### config.mk
export PLATFORM = sky130hd
export DESIGN_NAME = sram_mem_controller
export DESIGN_NICKNAME = d
export VERILOG_FILES = /design/src/rtl/sram_mem_controller.sv
export SDC_FILE = /design/constraint.sdc
export NUM_CORES = 1
export LEC_CHECK = 0
export ABC_AREA = 0
export ABC_CLOCK_PERIOD_IN_PS = 2350
export BUFFER_PORTS_ARGS = -buffer_cell sky130_fd_sc_hd__buf_4
export CAP_MARGIN = 20
export CORE_MARGIN = 5
export CORE_UTILIZATION = 48
export CTS_CLUSTER_SIZE = 16
export DETAILED_ROUTE_END_ITERATION = 10
export PLACE_DENSITY_LB_ADDON = 0.12
export SLEW_MARGIN = 25
export SYNTH_ARGS = -nofsm -noshare
export SYNTH_HDL_FRONTEND = slang
export SYNTH_SLANG_ARGS = --single-unit
### constraint.sdc
create_clock -name clk -period 2.35 [get_ports clk]
set_clock_uncertainty 0.15 [all_clocks]
set_input_delay 0.235 -clock clk [delete_from_list [all_inputs] [get_ports clk]]
set_output_delay 0.235 -clock clk [all_outputs]
set_load 0.05 [all_outputs]
### src/rtl/sram_mem_controller.sv
// -----------------------------------------------------------------------------
// sram_mem_controller
//
// This module is a multi-cycle data-memory controller that sits between the
// pipeline MEM stage and an off-chip 16-bit asynchronous SRAM. It splits each
// 32-bit load or store into two halfword accesses: the low half first, then the
// high half. Each access is held on the SRAM pins for WAIT_CYCLES clocks.
// While a transaction is in flight, ready stays low, and the top level uses
// ~ready to freeze the pipeline.
//
// Handshake: the MEM stage raises rdEn or wrEn and holds the request,
// address and data stable for as long as ready is 0. The request is
// accepted on the first edge seen in IDLE. The transaction completes in
// DONE, where ready is 1 for exactly one cycle and the pipeline advances
// on that edge. A request that is still visible in DONE is taken only
// after the controller returns to IDLE. When rdEn and wrEn are both high,
// the write wins.
//
// Ports:
//   clk        system clock, rising edge
//   rst        asynchronous, active-low reset
//   rdEn/wrEn  load / store request from MEM stage
//   address    byte address; BASE_ADDR maps to SRAM halfword 0
//   writeData  store data
//   readData   load data, registered, changed only by reads
//   ready      1 = idle with no request, or transaction complete
//   sramAddr   SRAM halfword address
//   sramDqOut  SRAM write data
//   sramDqIn   SRAM read data
//   sramDqOe   1 = controller drives the DQ bus
//   sramWeN    SRAM write enable, active-low
//   dbgState   current FSM state (0 IDLE, 1 ACC_LO, 2 ACC_HI, 3 DONE)
// -----------------------------------------------------------------------------
module sram_mem_controller #(
  parameter logic [31:0] BASE_ADDR   = 32'd1024,
  parameter int          WAIT_CYCLES = 4,
  parameter int          SRAM_AW     = 18
) (
  input  logic               clk,
  input  logic               rst,
  input  logic               rdEn,
  input  logic               wrEn,
  input  logic [31:0]        address,
  input  logic [31:0]        writeData,
  output logic [31:0]        readData,
  output logic               ready,
  output logic [SRAM_AW-1:0] sramAddr,
  output logic [15:0]        sramDqOut,
  input  logic [15:0]        sramDqIn,
  output logic               sramDqOe,
  output logic               sramWeN,
  output logic [1:0]         dbgState
);

  typedef enum logic [1:0] {
    S_IDLE   = 2'd0,
    S_ACC_LO = 2'd1,
    S_ACC_HI = 2'd2,
    S_DONE   = 2'd3
  } state_t;

  localparam logic [3:0] CNT_LAST = 4'(WAIT_CYCLES - 1);

  state_t             r_state;
  state_t             w_next_state;
  logic [3:0]         r_cnt;
  logic [3:0]         w_next_cnt;
  logic [SRAM_AW-2:0] r_word;
  logic [31:0]        r_wdata;
  logic               r_is_wr;
  logic [31:0]        r_read_data;

  logic               w_req;
  logic               w_cnt_last;
  logic               w_accept;
  logic [31:0]        w_offset;
  logic               w_unused;

  assign w_req      = rdEn | wrEn;
  assign w_cnt_last = (r_cnt == CNT_LAST);
  assign w_accept   = (r_state == S_IDLE) && w_req;

  // Only the halfword-pair index is kept. The subtraction wraps, and the
  // bits above the SRAM range are dropped without a range check.
  assign w_offset = address - BASE_ADDR;
  assign w_unused = ^{w_offset[31:SRAM_AW+1], w_offset[1:0]};

  // State register and phase counter
  always_ff @(posedge clk or negedge rst) begin
    if (!rst) begin
      r_state <= S_IDLE;
      r_cnt   <= 4'd0;
    end else begin
      r_state <= w_next_state;
      r_cnt   <= w_next_cnt;
    end
  end

  // Transaction latches
  always_ff @(posedge clk or negedge rst) begin
    if (!rst) begin
      r_word  <= '0;
      r_wdata <= 32'd0;
      r_is_wr <= 1'b0;
    end else if (w_accept) begin
      r_word  <= w_offset[SRAM_AW:2];
      r_wdata <= writeData;
      r_is_wr <= wrEn;
    end
  end

  // Each read half is captured on the last cycle of its phase. This gives
  // the SRAM the whole wait window to settle.
  always_ff @(posedge clk or negedge rst) begin
    if (!rst) begin
      r_read_data <= 32'd0;
    end else if (!r_is_wr && w_cnt_last) begin
      if (r_state == S_ACC_LO) r_read_data[15:0]  <= sramDqIn;
      if (r_state == S_ACC_HI) r_read_data[31:16] <= sramDqIn;
    end
  end

  // Next-state and output decode
  always_comb begin
    w_next_state = r_state;
    w_next_cnt   = r_cnt;
    ready        = 1'b0;
    sramAddr     = '0;
    sramDqOut    = 16'd0;
    sramDqOe     = 1'b0;
    sramWeN      = 1'b1;

    case (r_state)
      S_IDLE: begin
        ready = ~w_req;
        if (w_req) begin
          w_next_state = S_ACC_LO;
          w_next_cnt   = 4'd0;
        end
      end
      S_ACC_LO: begin
        sramAddr  = {r_word, 1'b0};
        sramDqOut = r_is_wr ? r_wdata[15:0] : 16'd0;
        sramDqOe  = r_is_wr;
        sramWeN   = ~r_is_wr;
        if (w_cnt_last) begin
          w_next_cnt   = 4'd0;
          w_next_state = S_ACC_HI;
        end else begin
          w_next_cnt = r_cnt + 4'd1;
        end
      end
      S_ACC_HI: begin
        sramAddr  = {r_word, 1'b1};
        sramDqOut = r_is_wr ? r_wdata[31:16] : 16'd0;
        sramDqOe  = r_is_wr;
        sramWeN   = ~r_is_wr;
        if (w_cnt_last) begin
          w_next_cnt   = 4'd0;
          w_next_state = S_DONE;
        end else begin
          w_next_cnt = r_cnt + 4'd1;
        end
      end
      S_DONE: begin
        ready        = 1'b1;
        w_next_state = S_IDLE;
      end
      default: begin
        w_next_state = S_IDLE;
      end
    endcase
  end

  assign readData = r_read_data;
  assign dbgState = r_state;

endmodule

# == Word-level counts from Yosys, hierarchy flattened ==
# Cells that the tools add are included.
# classes
n_addsub,2
bitwise,3
n_eq_ne,7
muxes,14
n_reduce_logical,10
# ops
cell,count
$pmux 18 s2,1
$mux 16,2
$pmux 16 s2,1
$sub 19x11->19 const B,1
$mux 4,2
$pmux 2 s4,1
$pmux 4 s2,1
$mux 2,3
$ne 2x2->1 const B,3
$reduce_and 2->1,3
$add 4x1->4 const B,1
$eq 2x2->1 const B,2
$eq 4x2->1 const B,1
$reduce_and 3->1,1
$eq 2x1->1 const B,1
$logic_and 1x1->1,2
$logic_not 2->1,1
$mux 1,2
$not 1->1,2
$pmux 1 s2,1
$reduce_bool 2->1,1
$reduce_or 2->1,1
$logic_not 1->1,1
$or 1x1->1,1
# totals
inputBits,84
elab_cells,43
out_inout_bits,71
regBits,88

# == Longest topological paths before layout ==
# logic_depth
word_depth,4
mapped_depth,7

# == Worst setup path before layout ==
# No wires, ideal clock.
# synth_path
path_kind,reg2out
startpoint,reg r_state[0] (netlist: dbgState[0])
endpoint,out sramDqOut[10]
arrival_ns,2.749
t_required_ns,1.965
path_buffers,2
setup_slack_ns,-0.784
stages_incl_launch_ff,7
path_cell_list,dfrtp_1 > inv_1 > ha_1 > clkbuf_1 > nand2_1 > clkbuf_1 > nor2_1
# synth_between
elab_chain_cells,2
# synth_lines
element,line_no,text
from (decl),64,state_t r_state;
from (signal assigned),94,r_state <= w_next_state;
$eq 2x2->1 or $eq 2x1->1 (tied branches),133,case (r_state)
$pmux 16 s2 *,133,
to (decl),48,"output logic [15:0] sramDqOut,"
# Mark *: on every way between the ends. The rest lies on a longest branch, timed or not.

# == Worst setup path after layout ==
# layout_path
startpoint,reg r_state[1] (netlist: dbgState[1])
endpoint,out sramDqOut[5]
# Same word-level chain as after synthesis.

==> impl.org <==
** Synth
- Netlist area before placement :: 3904 um^2
- Average cell area after synthesis :: 10.11 um^2
- Ranked by total cell area, the synthesized netlist is headed by dfrtp_1, nand2_1, mux2_2.
- Synthesis produced a netlist with a net count of 477.
- After synthesis, the largest family of logic cells by area is simple AND/OR/NAND/NOR gates.
- Number of synthesis warnings :: 0
- Summed over all instances, the cell type with the most area after synthesis is dfrtp_1.
- Most used standard cell by instance count after synthesis :: nand2_1
- Share of the synthesized area in compound gates (AO/OA/AOI/OAI) :: 7.147%
- Commonest cells post-synth :: nand2_1, dfrtp_1, mux2_2
- Flop and latch count out of synthesis :: 88
- After synthesis, the largest area contributor takes up 56.41% of total cell area.
- Count of flip-flops with a built-in enable after synthesis :: 0
- The synthesized netlist devotes 21.70% of its cell area to simple gates.
- Fraction of registers with async set or reset after synthesis :: 100.0%
- Share of synthesized area occupied by flip-flops and latches :: 56.41%
- Share of the synthesized netlist area taken by xor and xnor gates :: 0.4487%
- The most used flip-flop cell after synthesis is dfrtp_1.
- Arithmetic-cell share of the synthesized area counting full adders, half adders and majority gates :: 2.244%
- Post-synthesis mux area share :: 9.519%
- Synthesis produced 386 cells.
- Number of different library cells in the post-synthesis netlist :: 35

** Detailed routing
- The first detailed-routing pass ran for 4 iterations.
- Post-detailed-routing wire length :: 10840 um
- Via count normalized by instance count :: 5.036
- After detailed routing, the average wire length per cell comes to 15.56 um.
- Drt first-iter violations :: 123
- # DRC :: 0
- In this run the remaining antenna-violating nets after routing total 0.
- Vias after detailed routing :: 3510

** Hold path
- Worst hold path class :: primary input to flop
- Critical hold path startpoint :: address[18]
- The worst hold path passes through 3 cells.

** Critical path
- Worst setup path endpoint :: sramDqOut[5]
- Depth of the worst register-to-register path :: 5
- The largest individual stage delay along the critical path comes from the cell dfrtp_2.
- In this run the critical register-to-register path is captured at dbgState[1].
- The critical path starts at dbgState[1].
- Worst Setup End Kind :: output port
- Crit start category :: flop
- The critical path is of the flop to output port type.
- Data arrives at the worst endpoint at 1.86 ns.
- Data required, critical path :: 1.97 ns
- For this run, the slowest stage of the critical path takes 0.40 ns.
- Reg-to-reg startpoint :: dbgState[0]
- The setup check on the worst reg-to-reg path leaves a slack of 0.33 ns.
- List of cells traversed by the critical path :: inv_1 > ha_4 > nand2_2 > buf_12 > nor2_2 > buf_4
- Highest net fanout along the worst path :: 11

** Final layout
- Combined flip-flop and latch cell area :: 2205 um^2
- The multi-input combinational cells in the finished layout cover a total of 1765 um^2.
- Summing all non-filler instances in the final layout gives an area of 6110 um^2.
- The post-route netlist has 40.67% of its cells at a drive strength greater than 1.
- Layout overhead on the synthesized area :: 56.51%
- The filler cells instantiated in the layout total 531.
- 0 antenna diodes ended up in the layout.
- For this run, the post-layout net count is 681.

** Timing
- Ratio of final minimum period to clock period :: 95.52%
- For the pin with the worst max-slew slack, the measured transition is 0.9631 ns.
- Aggregate negative setup slack :: 0 ns
- Static timing analysis puts the maximum clock frequency at 445.5 MHz.
- The final-report max-slew violation count was 0.
- Setup violations remaining at the end of the flow were counted as 0.
- Unrepaired setup endpoints after global routing :: no
- Worst slew margin relative to its limit :: 35.55%
- Number of hold violations in the final report :: 0
- After layout, the minimum clock period comes to 2.245 ns.

** Clock tree
- Clock sink count :: 88
- Counting along the longest clock path gives a buffer depth of 2.
- Library cell used as clock root buffer :: clkbuf_8
- Clk Latency, worst-skew pair :: 0.35 ns
- After clock tree synthesis, the clock-pin slew on the worst setup and hold paths is 0.09 ns.
- In this run the number of H-tree levels came out at 3.
- TritonCTS built the clock tree.
- Number of CTS-inserted buffers :: 9

** GRT
- Number of antenna violations at the first check in global routing :: 0
- The via count of the first global-routing pass is 3673.
- The first global-routing pass estimated 17790 um of wire.
- Remaining global-route overflow :: 0
- Global-route total usage across every layer :: 22.36%
- Largest net degree at the start of global routing :: 51

** Placement
- Routability cong. :: 0.8413
- Summed over all nets, the half-perimeter wirelength after detailed placement is 7009 um.
- In this run the tool buffered the top-level ports with 139 buffer cells.
- Post-placement cell area :: 5268 um^2

** Flow run
- Max capacitance violation total :: 0

** Pwr
- Power spread over the standard cell area amounts to 1532 nW/um^2.
- VDD sags by at most 0.9669 mV.
- In this run the static leakage power is 0.002954 uW.

** Die
- The die is 100.2 um tall.
- Number of placement rows :: 32
- Die outline width :: 100.2 um
- The core region is 7807 um^2.
- I/O Pins :: 155
- Once the floorplan was initialized, standard cells occupied 50.00% of the core.
- Die Area :: 10040 um^2

** Outcome
- The flow ran to the end, and the final reports show no timing, DRC or antenna violations.
-- layout make-up --
cell class	count	share of cell area (%)
Multi-Input combinational cell	273	28.90
Clock inverter	5	0.9216
Sequential cell	88	36.08
Tap cell	102	2.089
Timing Repair Buffer	212	29.26
Clock buffer	11	2.314
Inverter	6	0.4301
-- placed cells by master (no fill, tap or decap), types with 2 or more instances in the layout --
cell type,count
o31ai_1,3
a31oi_1,5
dfrtp_2,2
a22oi_1,17
nand2_2,3
and2_4,10
buf_6,3
clkinvlp_4,2
buf_12,3
or4_1,2
clkinv_2,2
buf_4,147
a32o_1,2
ha_4,2
nor2_2,5
nor3b_1,3
mux2_2,33
dlygate4sd3_1,59
nor2_1,9
ha_1,5
and2_1,8
o21ai_0,8
clkbuf_8,10
or3_1,3
nand2_1,127
dfrtp_1,86
inv_1,4
nor2_4,11
xnor2_1,2
-- sequential cells by signal, indices dropped and copies added, names as in the netlist --
signal and flops:
dbgState 2, r_cnt 4, r_is_wr 1, r_wdata 32
r_word 17, readData 32
-- logic make-up after synthesis --
kind of cell / Yosys count
xor+xnor: 2
fa+ha+maj: 7
buf+inv: 25
flops: 88
mux: 33
simple gates: 191
compound gates: 40
-- per-layer routing --
layer  track usage [%]  share of wire (%)  vias up  wire length [um]
met5                 0                  0        -                 0
met4             6.736                1.7        0               180
met3             4.726                6.0       15               648
met2             40.11                 53      102              5714
met1             26.89                 40     1708              4298
li1                  -                  -     1685                 -
-- power breakdown --
group | total (uW) | switching (uW) | internal (uW)
Clock | 1050 | 532 | 519
Combinational | 5650 | 3660 | 1980
Sequential | 2660 | 403 | 2260
-- stage by stage --
stage	setup slack (ns)	std cells	utilization [%]	hold WS, ns	total power [uW]
after floorplan	-0.06291	386	-	-0.2106	6544
after global placement	0.2542	618	67.47	0.1101	8043
after detailed placement	0.2292	618	67.47	0.1162	8152
after CTS	0.01144	694	77.82	0.001415	9354
after global routing	0.003125	697	78.25	0.01218	9930
final	0.1052	697	78.25	0.009380	9360
-- worst min path at each step --
stage | endpoint | slack (ns)
floorplan | dbgState[0] | -0.21
global placement | r_word[2] | 0.11
detailed placement | dbgState[0] | 0.12
CTS | r_word[16] | 0.001
global route | r_word[16] | 0.01
finish | r_word[16] | 0.009
-- timing repair --
action / CTS / global route
gates resized for setup: 3 / 3
setup endpoints to repair: 33 / 33
buffers inserted: 1 / 3
hold endpoints to repair: 117 / 0
cloned: 0 / 0
hold buffers: 59 / 0
pin swaps: 1 / 1
-- critical path, delay by kind of cell (launching register included) --
family	cells	cell delay [ns]
buffers and inverters	3	0.51
adder cells (fa/ha/maj)	1	0.33
AND/OR/NAND/NOR	2	0.27
flip-flops	1	0.40
No activity file was read; power rests on OpenSTA's default activity.
